===== config.mk =====
export PLATFORM = sky130hd
export DESIGN_NAME = seq_comparator
export DESIGN_NICKNAME = d
export VERILOG_FILES = /design/src/rtl/seq_comparator_pkg.sv /design/src/rtl/seq_comparator_chunk.sv /design/src/rtl/seq_comparator.sv
export SDC_FILE = /design/constraint.sdc
export NUM_CORES = 1
export LEC_CHECK = 0
export CAP_MARGIN = 20
export CORE_AREA = 2 2 71 67
export CTS_CLUSTER_DIAMETER = 150
export DETAILED_ROUTE_END_ITERATION = 8
export DIE_AREA = 0 0 73 69
export MAX_ROUTING_LAYER = met4
export PLACE_DENSITY_LB_ADDON = 0.3
export SLEW_MARGIN = 20
export SYNTH_ARGS = -nofsm -noshare
export SYNTH_HDL_FRONTEND = slang
export SYNTH_HIERARCHICAL = 1
export SYNTH_SLANG_ARGS = --single-unit

===== constraint.sdc =====
create_clock -name clk -period 3.3 [get_ports clk]
set_input_delay 0.99 -clock clk [delete_from_list [all_inputs] [get_ports clk]]
set_output_delay 0.99 -clock clk [all_outputs]
set_load 0.02 [all_outputs]

===== src/rtl/seq_comparator_pkg.sv =====
// Shared types for seq_comparator: controller states and the 2-bit result code
// that is decoded into the one-hot less/equal/greater outputs.
package seq_comparator_pkg;

  typedef enum logic [1:0] {
    IDLE = 2'd0,
    CMP  = 2'd1,
    DONE = 2'd2
  } state_e;

  typedef logic [1:0] res_t;

  localparam res_t RES_EQ = 2'b00;
  localparam res_t RES_LT = 2'b01;
  localparam res_t RES_GT = 2'b10;

  // One-hot {greater, equal, less}; the unused code falls back to equal.
  function automatic logic [2:0] res_decode(input res_t r);
    logic [2:0] oh;
    case (r)
      RES_LT:  oh = 3'b001;
      RES_EQ:  oh = 3'b010;
      RES_GT:  oh = 3'b100;
      default: oh = 3'b010;
    endcase
    return oh;
  endfunction

  function automatic res_t res_from_chunk(input logic lt, input logic gt);
    res_t r;
    if (gt) begin
      r = RES_GT;
    end else if (lt) begin
      r = RES_LT;
    end else begin
      r = RES_EQ;
    end
    return r;
  endfunction

endpackage


===== src/rtl/seq_comparator_chunk.sv =====
// comparator_chunk: combinational CHUNK_W-bit unsigned magnitude compare,
// the per-cycle slice used by seq_comparator.
module comparator_chunk #(
  parameter int CHUNK_W = 4
) (
  input  logic [CHUNK_W-1:0] a,
  input  logic [CHUNK_W-1:0] b,
  output logic               lt,
  output logic               gt
);

  assign lt = (a < b);
  assign gt = (a > b);

endmodule


===== src/rtl/seq_comparator.sv =====
// seq_comparator: multi-cycle WIDTH-bit magnitude compare, CHUNK_W bits per cycle,
// MSB chunk first. Optional macro SEQ_COMPARATOR_EARLY_EXIT_EN ends on first difference.
module seq_comparator
  import seq_comparator_pkg::*;
#(
  parameter int WIDTH   = 16,
  parameter int CHUNK_W = 4
) (
  input  logic             clk,
  input  logic             rst_n,
  input  logic [WIDTH-1:0] DinA,
  input  logic [WIDTH-1:0] DinB,
  input  logic             is_signed,
  input  logic             in_valid,
  output logic             in_ready,
  output logic             out_valid,
  input  logic             out_ready,
  output logic             less,
  output logic             equal,
  output logic             greater,
  output logic             busy
);

  localparam int NCHUNK = WIDTH / CHUNK_W;
  localparam int IDX_W  = (NCHUNK > 1) ? $clog2(NCHUNK) : 1;
  localparam logic [IDX_W-1:0] IDX_LAST = IDX_W'(NCHUNK - 1);
  localparam logic [IDX_W-1:0] IDX_ONE  = IDX_W'(1);
  localparam logic [IDX_W-1:0] IDX_ZERO = IDX_W'(0);

  state_e           state_q, state_d;
  logic [WIDTH-1:0] a_q, a_d;
  logic [WIDTH-1:0] b_q, b_d;
  logic [IDX_W-1:0] idx_q, idx_d;
  logic             decided_q, decided_d;
  res_t             res_q, res_d;
  logic             in_ready_q, in_ready_d;
  logic             out_valid_q, out_valid_d;
  logic             busy_q, busy_d;
  logic             less_q, less_d;
  logic             equal_q, equal_d;
  logic             greater_q, greater_d;

  logic [CHUNK_W-1:0] chunk_a;
  logic [CHUNK_W-1:0] chunk_b;
  logic               chunk_lt;
  logic               chunk_gt;
  logic               chunk_diff;
  logic [WIDTH-1:0]   sign_flip;

  assign chunk_a    = a_q[int'(idx_q)*CHUNK_W +: CHUNK_W];
  assign chunk_b    = b_q[int'(idx_q)*CHUNK_W +: CHUNK_W];
  assign chunk_diff = chunk_lt | chunk_gt;
  // Flipping both MSBs maps two's-complement order onto unsigned order.
  assign sign_flip  = {is_signed, {(WIDTH-1){1'b0}}};

  comparator_chunk #(
    .CHUNK_W (CHUNK_W)
  ) u_chunk (
    .a  (chunk_a),
    .b  (chunk_b),
    .lt (chunk_lt),
    .gt (chunk_gt)
  );

  always_comb begin
    state_d   = state_q;
    a_d       = a_q;
    b_d       = b_q;
    idx_d     = idx_q;
    decided_d = decided_q;
    res_d     = res_q;

    case (state_q)
      IDLE: begin
        if (in_valid) begin
          a_d       = DinA ^ sign_flip;
          b_d       = DinB ^ sign_flip;
          idx_d     = IDX_LAST;
          decided_d = 1'b0;
          res_d     = RES_EQ;
          state_d   = CMP;
        end else begin
          state_d = IDLE;
        end
      end
      CMP: begin
        if (!decided_q && chunk_diff) begin
          decided_d = 1'b1;
          res_d     = res_from_chunk(chunk_lt, chunk_gt);
        end else begin
          decided_d = decided_q;
        end
        if (idx_q == IDX_ZERO) begin
          state_d = DONE;
        end else begin
          idx_d = idx_q - IDX_ONE;
`ifdef SEQ_COMPARATOR_EARLY_EXIT_EN
          if (!decided_q && chunk_diff) begin
            state_d = DONE;
          end else begin
            state_d = CMP;
          end
`else
          state_d = CMP;
`endif
        end
      end
      DONE: begin
        if (out_ready) begin
          state_d = IDLE;
        end else begin
          state_d = DONE;
        end
      end
      default: begin
        state_d = IDLE;
      end
    endcase

    // Outputs are registered from the next state so they line up with state_q.
    in_ready_d  = (state_d == IDLE);
    busy_d      = (state_d != IDLE);
    out_valid_d = (state_d == DONE);
    if (out_valid_d) begin
      {greater_d, equal_d, less_d} = res_decode(res_d);
    end else begin
      {greater_d, equal_d, less_d} = 3'b000;
    end
  end

  always_ff @(posedge clk) begin
    if (!rst_n) begin
      state_q     <= IDLE;
      a_q         <= '0;
      b_q         <= '0;
      idx_q       <= IDX_ZERO;
      decided_q   <= 1'b0;
      res_q       <= RES_EQ;
      in_ready_q  <= 1'b1;
      out_valid_q <= 1'b0;
      busy_q      <= 1'b0;
      less_q      <= 1'b0;
      equal_q     <= 1'b0;
      greater_q   <= 1'b0;
    end else begin
      state_q     <= state_d;
      a_q         <= a_d;
      b_q         <= b_d;
      idx_q       <= idx_d;
      decided_q   <= decided_d;
      res_q       <= res_d;
      in_ready_q  <= in_ready_d;
      out_valid_q <= out_valid_d;
      busy_q      <= busy_d;
      less_q      <= less_d;
      equal_q     <= equal_d;
      greater_q   <= greater_d;
    end
  end

  assign in_ready  = in_ready_q;
  assign out_valid = out_valid_q;
  assign busy      = busy_q;
  assign less      = less_q;
  assign equal     = equal_q;
  assign greater   = greater_q;

endmodule


==> results_dict.tcl <==
set metrics [dict create \
    crit_chain "mux4_2 > inv_1 > ha_1 > nor2b_4 > o21bai_1 > a2bb2oi_1 > and4bb_2 > a311oi_2 > inv_1 > ha_1 > and2_1" \
    cts_tree "yes" \
    crit_type "reg2reg" \
    route.vias.total 1589 \
    syn_nets 266 \
    crit_required_ns 3.50 \
    setup_violations 0 \
    ys_seq_elements 45 \
    cp_max_fo 10 \
    clock_skew_ns 0.00674 \
    synth.distinct_cells 36 \
    post-synth-top-count-cell "nand2_1" \
    routed_wl_um 3940 \
    hold_depth 2 \
    clockBufferDepth 2 \
    powerDensity_nw_per_um2 542 \
    die_h_um 69 \
    status "finished clean" \
    synth_edf_count 0 \
    grt_pass1_vias 1511 \
    synth.cell_area_um2 2120 \
    grt_max_degree 43 \
    yosys.area.top_type "dfxtp_1" \
    die_w_um 73 \
    clock_latency_ns 0.29 \
    yosysTopAreaCellShare_pct 42.5 \
    dr.pass1.iters 4 \
    ys_top_cells_by_area "dfxtp_1 (42%), nand2_1 (11%), a21boi_1 (9.6%), mux4_2 (8.5%), ha_1 (4.1%)" \
    max_stage_delay_ns 0.59 \
    cts_max_level 2 \
    cp_top_family "flip-flops" \
    start_kind "flip-flop" \
    postCtsHoldBufs 0 \
    max-cap-violations 0 \
    ir_drop_mv 0.299 \
    ant_nets 0 \
    r2r.worst_path.cells 11 \
    power.static_leakage_nw 1.06 \
    synth-async-reset-ratio_pct 0 \
    min_period_over_period_pct 87.2 \
    post_drt_wl_per_cell_um 12.6 \
    via_per_inst 5.08 \
    antenna_found_initial 0 \
    yosysWarnings 6 \
    yosysSeqAreaShare_pct 42.5 \
    io_buffer_count 42 \
    fmax_mhz 348 \
    postLayoutSetupSlackWorst_ns 0.423 \
    hp-class "reg2reg" \
    critPathSlowestCell "dfxtp_1" \
    rsz0062_at_grt "false" \
    layout-drive-gt1-share_pct 11.4 \
    avgSynthCellArea_um2 9.56 \
    period_minus_slack_ns 2.88 \
    path_clk_slew_ns 0.09 \
    syn_to_final_growth_pct 26.6 \
    worst-slew-pin-transition_ns 0.425 \
    start_util_pct 49.5 \
    antennaDiodeCount 0 \
    rows 23 \
    worst-path-buf-inv 2 \
    io_pins 43 \
    syn_inst 222 \
    cp_num_cells 11 \
    critPathCaptureType "flip-flop" \
    relSlewSlack_pct 71.6 \
    dp_hpwl_um 2800 \
    cts_made_buffers 5 \
    cts-root-buf "clkbuf_8" \
    overflow 0 \
    routabilityCongestion 0.742 \
    synthFlopType "dfxtp_1" \
    layout.nets 306 \
    drtIter0Drc 96 \
    post_cts_buffers 0 \
    cts.sinks 45 \
    hold_viol_final 0 \
    cts_resized 0 \
    dpl_worst_slack_ns 0.397 \
    crit_arrival_ns 3.07 \
    grt.total_usage_pct 17.3 \
    netlist_top_cells_count "nand2_1 (64), dfxtp_1 (45), a21boi_1 (27)" \
    core_um2 4290 \
    setup_tns_ns 0 \
    grt_pass1_wl_um 6830 \
    dieArea_um2 5040 \
    drc_errors 0 \
    finalMaxSlewViolations 0 \
]
[cells by family after synthesis]
kind of cell	after synthesis	synth area share (%)
and+or+nand+nor	89	20.0
AOI/OAI and AO/OA	48	17.9
DFF	45	42.5
buffers and inverters	22	5.66
muxes	9	9.02
adders and majority gates	7	4.13
xor gates and xnor gates	2	0.826
[metal layers]
layer | share of wire (%) | GRT usage [%] | vias to the layer above
met5 | 0 | - | -
met4 | 1.2 | 4.94 | 0
met3 | 3.0 | 3.36 | 5
met2 | 46 | 25.6 | 29
met1 | 50 | 24.0 | 731
li1 | - | - | 824
[cell type report]
type                    instances  area, um^2
fillers                       367        1600
repair buffers                 47         458
multi-input cells             155        1100
inverters                       8        30.0
clock buffers                   5        68.8
clock inverters                 3        65.1
well taps                      50        62.6
flip-flops and latches         45         901
[final timing paths]
kind         startpoint       to  slack (ns)
min             b_q[12]  b_q[12]        0.45
min reg2reg     b_q[12]  b_q[12]        0.45
max reg2reg    idx_q[1]    equal        0.42
max            idx_q[1]    equal        0.42
[worst register-to-register path, cell delays in order (launching register included)]
cell	delay, ns
dfxtp_1	0.59
mux4_2	0.55
inv_1	0.08
ha_1	0.20
nor2b_4	0.05
o21bai_1	0.15
a2bb2oi_1	0.10
and4bb_2	0.28
a311oi_2	0.32
inv_1	0.09
ha_1	0.27
and2_1	0.13
[cell usage in the layout (no fill, tap or decap), types with 2 or more instances in the layout]
cell              n
inv_1             8
bufinv_16         2
nor3_1            2
nor2_1            3
a21oi_1           4
nand2_1          64
and2_1            6
ha_1              7
clkbuf_8          5
mux4_2            8
a21boi_0          6
o211a_1           2
a21boi_1         27
nand2b_1          4
dfxtp_1          45
clkdlybuf4s50_1  42
nand3b_1          2
buf_4             5
xnor2_1           2
[flip-flops by register name, summed over array words and instances, names as in the netlist]
signal,cells
less,1
decided_q,1
a_q,16
b_q,16
state_q,2
equal,1
greater,1
in_ready,1
busy,1
idx_q,2
res_q,2
out_valid,1
[through the flow]
stage / total power, mW / area (um^2) / utilization (%) / hold WS, ns / cells
6_report: 1.46 / 2690 / 62.6 / 0.454 / 313
5_1_grt: 1.54 / 2690 / 62.6 / 0.471 / 313
4_1_cts: 1.47 / 2690 / 62.6 / 0.455 / 313
3_5_place_dp: 0.989 / 2550 / 59.5 / 0.443 / 305
3_3_place_gp: 0.978 / 2550 / 59.5 / 0.442 / 305
2_1_floorplan: 0.884 / 2120 / - / 0.432 / 222
[where the power goes]
group          total [mW]  internal, mW  switching [mW]
sequential          0.630         0.593          0.0372
clock               0.482         0.301           0.181
combinational       0.344         0.187           0.157
Power figures use the tool's default switching activity.
